### src/rtl/uart_spbrg.sv
`default_nettype none
// ============================================================================
//  Module      : uart_spbrg
//  Description : USART baud-rate generator. Holds SPBRG and produces one-clock
//                TX shift and async-RX sampling strobes from the system clock.
//  Revision    : 1.0 - initial release
// ============================================================================
module uart_spbrg (
    input  logic       clk,
    input  logic       rst,
    input  logic       sync,
    input  logic       brgh,
    input  logic       spbrg_reg_wr_en,
    input  logic [7:0] spbrg_reg_in,
    output logic [7:0] spbrg_reg_out,
    output logic       uart_tx_shift_en,
    output logic       uart_rx_async_div16_en
);

    localparam logic [1:0] STARTUP_EDGES = 2'd2;

    logic [7:0] spbrg_q;
    logic [7:0] clk_cnt_q, clk_cnt_d;
    logic [5:0] mult_q, mult_d;
    logic [1:0] startup_q, startup_d;
    logic       tx_q, tx_d;
    logic       rx_q, rx_d;
    logic       tx_match;

    // All divisors (4/16/64) divide 64, so one wrapping multiplier serves every mode.
    assign tx_match = sync ? (mult_q[1:0] == 2'b11) :
                      brgh ? (mult_q[3:0] == 4'hF)  :
                             (mult_q == 6'h3F);

    always_comb begin
        clk_cnt_d = clk_cnt_q;
        mult_d    = mult_q;
        startup_d = startup_q;
        tx_d      = tx_q;
        rx_d      = rx_q;
        if (startup_q != 2'd0) begin
            startup_d = startup_q - 2'd1;
        end else if (clk_cnt_q != spbrg_q) begin
            clk_cnt_d = clk_cnt_q + 8'd1;
            tx_d      = 1'b0;
            rx_d      = 1'b0;
        end else begin
            clk_cnt_d = 8'd0;
            mult_d    = mult_q + 6'd1;
            tx_d      = tx_match;
            rx_d      = !sync && mult_q[0];
        end
    end

    always_ff @(posedge clk) begin
        if (rst) begin
            spbrg_q   <= 8'd0;
            clk_cnt_q <= 8'd0;
            mult_q    <= 6'd0;
            startup_q <= STARTUP_EDGES;
            tx_q      <= 1'b0;
            rx_q      <= 1'b0;
        end else if (spbrg_reg_wr_en) begin
            spbrg_q   <= spbrg_reg_in;
            clk_cnt_q <= 8'd0;
            mult_q    <= 6'd0;
            startup_q <= 2'd0;
            tx_q      <= 1'b0;
            rx_q      <= 1'b0;
        end else begin
            clk_cnt_q <= clk_cnt_d;
            mult_q    <= mult_d;
            startup_q <= startup_d;
            tx_q      <= tx_d;
            rx_q      <= rx_d;
        end
    end

    assign spbrg_reg_out          = spbrg_q;
    assign uart_tx_shift_en       = tx_q;
    assign uart_rx_async_div16_en = rx_q;

endmodule
`default_nettype wire

### config.mk
export PLATFORM = sky130hd
export DESIGN_NAME = uart_spbrg
export DESIGN_NICKNAME = d
export VERILOG_FILES = /design/src/rtl/uart_spbrg.sv
export SDC_FILE = /design/constraint.sdc
export NUM_CORES = 1
export LEC_CHECK = 0
export BUFFER_PORTS_ARGS = -buffer_cell sky130_fd_sc_hd__buf_4
export CELL_PAD_IN_SITES_DETAIL_PLACEMENT = 0
export CELL_PAD_IN_SITES_GLOBAL_PLACEMENT = 1
export CORE_MARGIN = 3
export CORE_UTILIZATION = 36
export CTS_CLUSTER_DIAMETER = 100
export CTS_CLUSTER_SIZE = 8
export DETAILED_ROUTE_END_ITERATION = 7
export PLACE_DENSITY = 0.77
export SETUP_SLACK_MARGIN = 0.4
export SYNTH_ARGS = -nofsm -noshare
export SYNTH_HDL_FRONTEND = slang
export SYNTH_SLANG_ARGS = --single-unit
### constraint.sdc
create_clock -name clk -period 1.7 [get_ports clk]
set_clock_uncertainty 0.15 [all_clocks]
set_input_delay 0.085 -clock clk [delete_from_list [all_inputs] [get_ports clk]]
set_output_delay 0.085 -clock clk [all_outputs]
set_load 0.01 [all_outputs]
### Yosys cells after proc, flatten, opt, wreduce, memory -nomap -nowiden

Index checks and enable logic that the tools add are counted.

| word-level totals | value |
|---|---|
| register bits after elaboration | 26 |
| bits in latches | 0 |
| bits in writable memories | 0 |
| bits in read-only memories | 0 |
| bits of input ports | 13 |
| output and inout bits | 10 |
| logic and storage cells | 29 |
| memories | 0 |

| operators by class | value |
|---|---|
| $add $sub $neg | 3 |
| $mul | 0 |
| div/mod/pow operators | 0 |
| $lt $le $gt $ge | 0 |
| eq/ne operators | 4 |
| shift-type cells | 0 |
| multiplexer cells | 7 |
| bitwise logic cells | 2 |
| reductions and logical operators | 6 |

Operators with widths:

| cell | count |
|---|---|
| $add 8x1->8 const B | 1 |
| $mux 8 | 1 |
| $ne 8x8->1 | 1 |
| $add 6x1->6 const B | 1 |
| $eq 6x6->1 const B | 1 |
| $eq 4x4->1 const B | 1 |
| $mux 1 | 4 |
| $mux 2 | 2 |
| $reduce_bool 2->1 | 2 |
| $eq 2x2->1 const B | 1 |
| $not 1->1 | 2 |
| $reduce_and 2->1 | 1 |
| $reduce_or 2->1 | 1 |
| $sub 2x1->2 const B | 1 |
| $logic_and 1x1->1 | 1 |
| $logic_not 1->1 | 1 |

### Longest topological paths before layout

| depth | value |
|---|---|
| word-level depth | 4 |
| mapped depth | 5 |
| depth with buffers taken out | 4 |

### Worst setup path before layout

OpenSTA, ideal clock, no wires.

| path | value |
|---|---|
| kind | reg2reg |
| start point | register spbrg_q[5], in the netlist spbrg_reg_out[5] |
| end point | register mult_q[0] |
| setup time | 72 ps |
| arrival | 1358 ps |
| slack | 121 ps |
| cell stages (with the launch flop) | 6 |
| buffers on the path | 1 |
| path through | dfxtp_1 > xnor2_1 > nand4_2 > nor3_1 > buf_4 > mux2i_1 |

| between the ends | value |
|---|---|
| cells in the longest elaborated chain, start to end | 3 |

RTL lines:

| item | RTL line | text |
|---|---|---|
| start: declaration | 22 | `logic [7:0] spbrg_q;` |
| start signal: assignment | 64 | `spbrg_q <= spbrg_reg_in;` |
| $ne 8x8->1 | 43 | `end else if (clk_cnt_q != spbrg_q) begin` |
| $not 1->1 (no line) | n/a |  |
| $reduce_and 2->1 (no line) | n/a |  |
| end signal: assignment | 72 | `mult_q <= mult_d;` |
| end: declaration | 24 | `logic [5:0] mult_q, mult_d;` |

Every way passes these cells.
A chain may end at the register's enable or synchronous reset.

### Final worst setup path

| path | value |
|---|---|
| start point | register clk_cnt_q[4] |
| end point | register mult_q[2] |

| between the ends | value |
|---|---|
| cells in the longest elaborated chain, start to end | 3 |

RTL lines:

| item | RTL line | text |
|---|---|---|
| start: declaration | 23 | `logic [7:0] clk_cnt_q, clk_cnt_d;` |
| start signal: assignment | 71 | `clk_cnt_q <= clk_cnt_d;` |
| $ne 8x8->1 | 43 |  |
| $not 1->1 (no line) | n/a |  |
| $reduce_and 2->1 (no line) | n/a |  |

Every way passes these cells.

==> out/metrics.cfg <==
[run_status]
status = complete, but fails checks
violations = hold timing

[placement]
io_buffers = 22
globalplace.congestion = 0.7109
dp_slack_ns = 0.1249
dp_hpwl_um = 1938
place_area_um2 = 1475

[yosys]
synth_cell_types = 29
syn_nets = 138
yosysTopAreaCellShare_pct = 44.16
syn_area_per_cell_um2 = 9.582
yosysTopAreaCell = dfxtp_1
synth_top_family_by_area = simple AND/OR/NAND/NOR gates
synthAdderAreaFrac_pct = 2.123
yosysSeqAreaShare_pct = 44.16
ys_ff_latch = 26
synth_compound_area_share_pct = 4.352
syn_area_um2 = 1179
synth_xor_area_share_pct = 11.15
yosysWarnings = 0
synthTopCellsByArea = dfxtp_1 (44%), mux2i_1 (12%), xnor2_1 (6.7%)
netlist_instances = 123
synth_simple_gate_area_share_pct = 24.63
yosys-mux-area-fraction_pct = 11.89

[timing]
fin_hold_ws_ns = -0.1191
finalMaxSlewViolations = 0
fmax_mhz = 644.4
fin_crit_sh_pct = 91.28
setup_viol = 0
rsz0062_at_grt = true
setup_slack_ns = 0.1483
tightest_slew_ns = 0.3976
tns_ns = 0
hold_viol_final = 9
slew_headroom_pct = 73.39
period_needed_ns = 1.552

[final_layout]
areaGrowthSynthToFinish_pct = 50.32
stdcell_area_um2 = 1772
drive_gt1_share_pct = 44.17
antennaDiodeCount = 0
final_common_cell = buf_4
nNetsFinal = 179
layout_common_cells = buf_4 (29), mux2i_1 (14), nor2_1 (11), nand2_1 (11), dfxtp_2 (11)

[clock_network]
cts.sinks = 26
path_clk_slew_ns = 0.14
cts-buffers-inserted = 3
hold_buffers = 9
clk_latency_ns = 0.32
clock-root-buffer = clkbuf_4
clockBufferDepth = 2
cts_max_level = 1
cts_tree = built

[worst_setup_path]
cp_max_fo = 3
reg2regPathDepth = 4
regToRegSetupSlack_ns = 0.15
reg2reg_to = mult_q[2]$_SDFFE_PP0P_
required_ns = 1.82
crit_path_end_kind = register
startpoint_type = register
r2r_start = clk_cnt_q[4]$_SDFFE_PP0N_
worstPathArrival_ns = 1.67
worstSetupPathType = reg -> reg

[routing]
drc_errors = 0
vias = 1019
dr.pass1.iters = 3
drtIter0Drc = 10
post_drt_wl_per_cell_um = 13.93
viasPerCell = 4.923
ant_nets = 0
wl_um = 2884

[min_path]
min_to = spbrg_reg_out[3]$_SDFFE_PP0P_
min_from = rst
hold_depth = 2
holdCritPathClass = in -> reg

[global_routing]
grt_remaining_overflow = 0
grt_max_degree = 16
grt_pass1_wl_um = 4857
grt_pass1_vias = 1065
antenna_found_initial = 0
grt_usage_pct = 15.59

[floorplanning]
die_w_um = 63.22
ios = 23
die-area_um2 = 3997
placementRows = 20
core_area_um2 = 3078
die_h_um = 63.22
start_util_pct = 38.29

[power]
vdd_drop_max_mv = 0.4643
leakage_nw = 0.6718
power_density_nw_per_um2 = 655.9

[run]
maxCapViolations = 0

-- final cells by class --
cell class | count | area, um^2
multi-input combinational | 93 | 793.3
timing repair buffer | 40 | 330.3
tap | 44 | 55.05
sequential | 26 | 556.8
fill | 271 | 1306
clock buffer | 4 | 36.28
-- power breakdown --
part	switching [mW]	total, mW	leakage (nW)	internal [mW]
Sequential	0.0246	0.645	0.221	0.621
Clock	0.180	0.311	0.0210	0.131
Combinational	0.0939	0.205	0.430	0.111
-- state kept, by name (all words and copies together), names as in the netlist --
register / flops
uart_rx_async_div16_en: 1
clk_cnt_q: 8
spbrg_reg_out: 8
mult_q: 6
startup_q: 2
uart_tx_shift_en: 1
-- cells by family after synthesis --
logic type,Yosys count
simple gates,55
flops,26
xor+xnor,15
mux,14
compound gates,7
buf+inv,4
fa+ha+maj,2
-- cells in the mapped netlist, drive strengths merged --
cell type,n
clkbuf,2
o21bai,1
nor4,3
xnor2,9
a22o,1
a21oi,2
o31ai,1
nand4,6
or4,1
nand3,2
a32o,1
or3,4
buf,2
and3,1
a21o,1
nor2,12
mux2i,14
and4bb,1
xor2,6
nand2,12
nor3b,2
nor3,9
dfxtp,26
ha,2
or2,1
and2,1
-- worst max path at each step --
stage                                             start                endpoint  slack [ns]  cells past startpoint
final                         clk_cnt_q[4]$_SDFFE_PP0N_  mult_q[2]$_SDFFE_PP0P_        0.15                      4
after detailed placement      clk_cnt_q[5]$_SDFFE_PP0N_  mult_q[4]$_SDFFE_PP0P_        0.12                      4
after CTS                 spbrg_reg_out[4]$_SDFFE_PP0P_  mult_q[2]$_SDFFE_PP0P_        0.15                      4
after floorplan           spbrg_reg_out[3]$_SDFFE_PP0P_  mult_q[0]$_SDFFE_PP0P_        0.25                      5
after global placement        clk_cnt_q[5]$_SDFFE_PP0N_  mult_q[1]$_SDFFE_PP0P_        0.18                      5
after global routing          clk_cnt_q[7]$_SDFFE_PP0N_  mult_q[2]$_SDFFE_PP0P_        0.08                      4
-- worst max-delay path, cell delays in order (launching register included) --
cell,delay (ns)
dfxtp_4,0.39
xnor2_4,0.18
nand4_1,0.13
or4_1,0.53
a21oi_2,0.12
-- metal layers --
layer | global-route usage, % | vias to the layer above | wire length (um)
li1 | - | 519 | -
met4 | 6.469 | 0 | 51
met1 | 18.10 | 479 | 1241
met5 | 0 | - | 0
met2 | 27.80 | 17 | 1519
met3 | 3.030 | 4 | 71
-- metrics by stage --
stage,instances,util (%),power [mW],hold WS [ns]
floorplan,123,-,0.7557,0.08211
global placement,187,47.93,0.8163,0.1666
detailed placement,187,47.93,0.8205,0.1771
CTS,206,56.10,1.169,-0.1242
global route,207,57.56,1.221,-0.1254
finish,207,57.56,1.162,-0.1191
-- what timing repair did --
action / 4_1_cts / 5_1_grt
setup endpoints to repair: 16 / 16
pin swaps: 6 / 3
hold endpoints to repair: 10 / 9
buffers inserted: 5 / 1
gates cloned: 1 / 0
resized for setup: 15 / 6
Note: power is estimated with default switching activity, not from simulation.
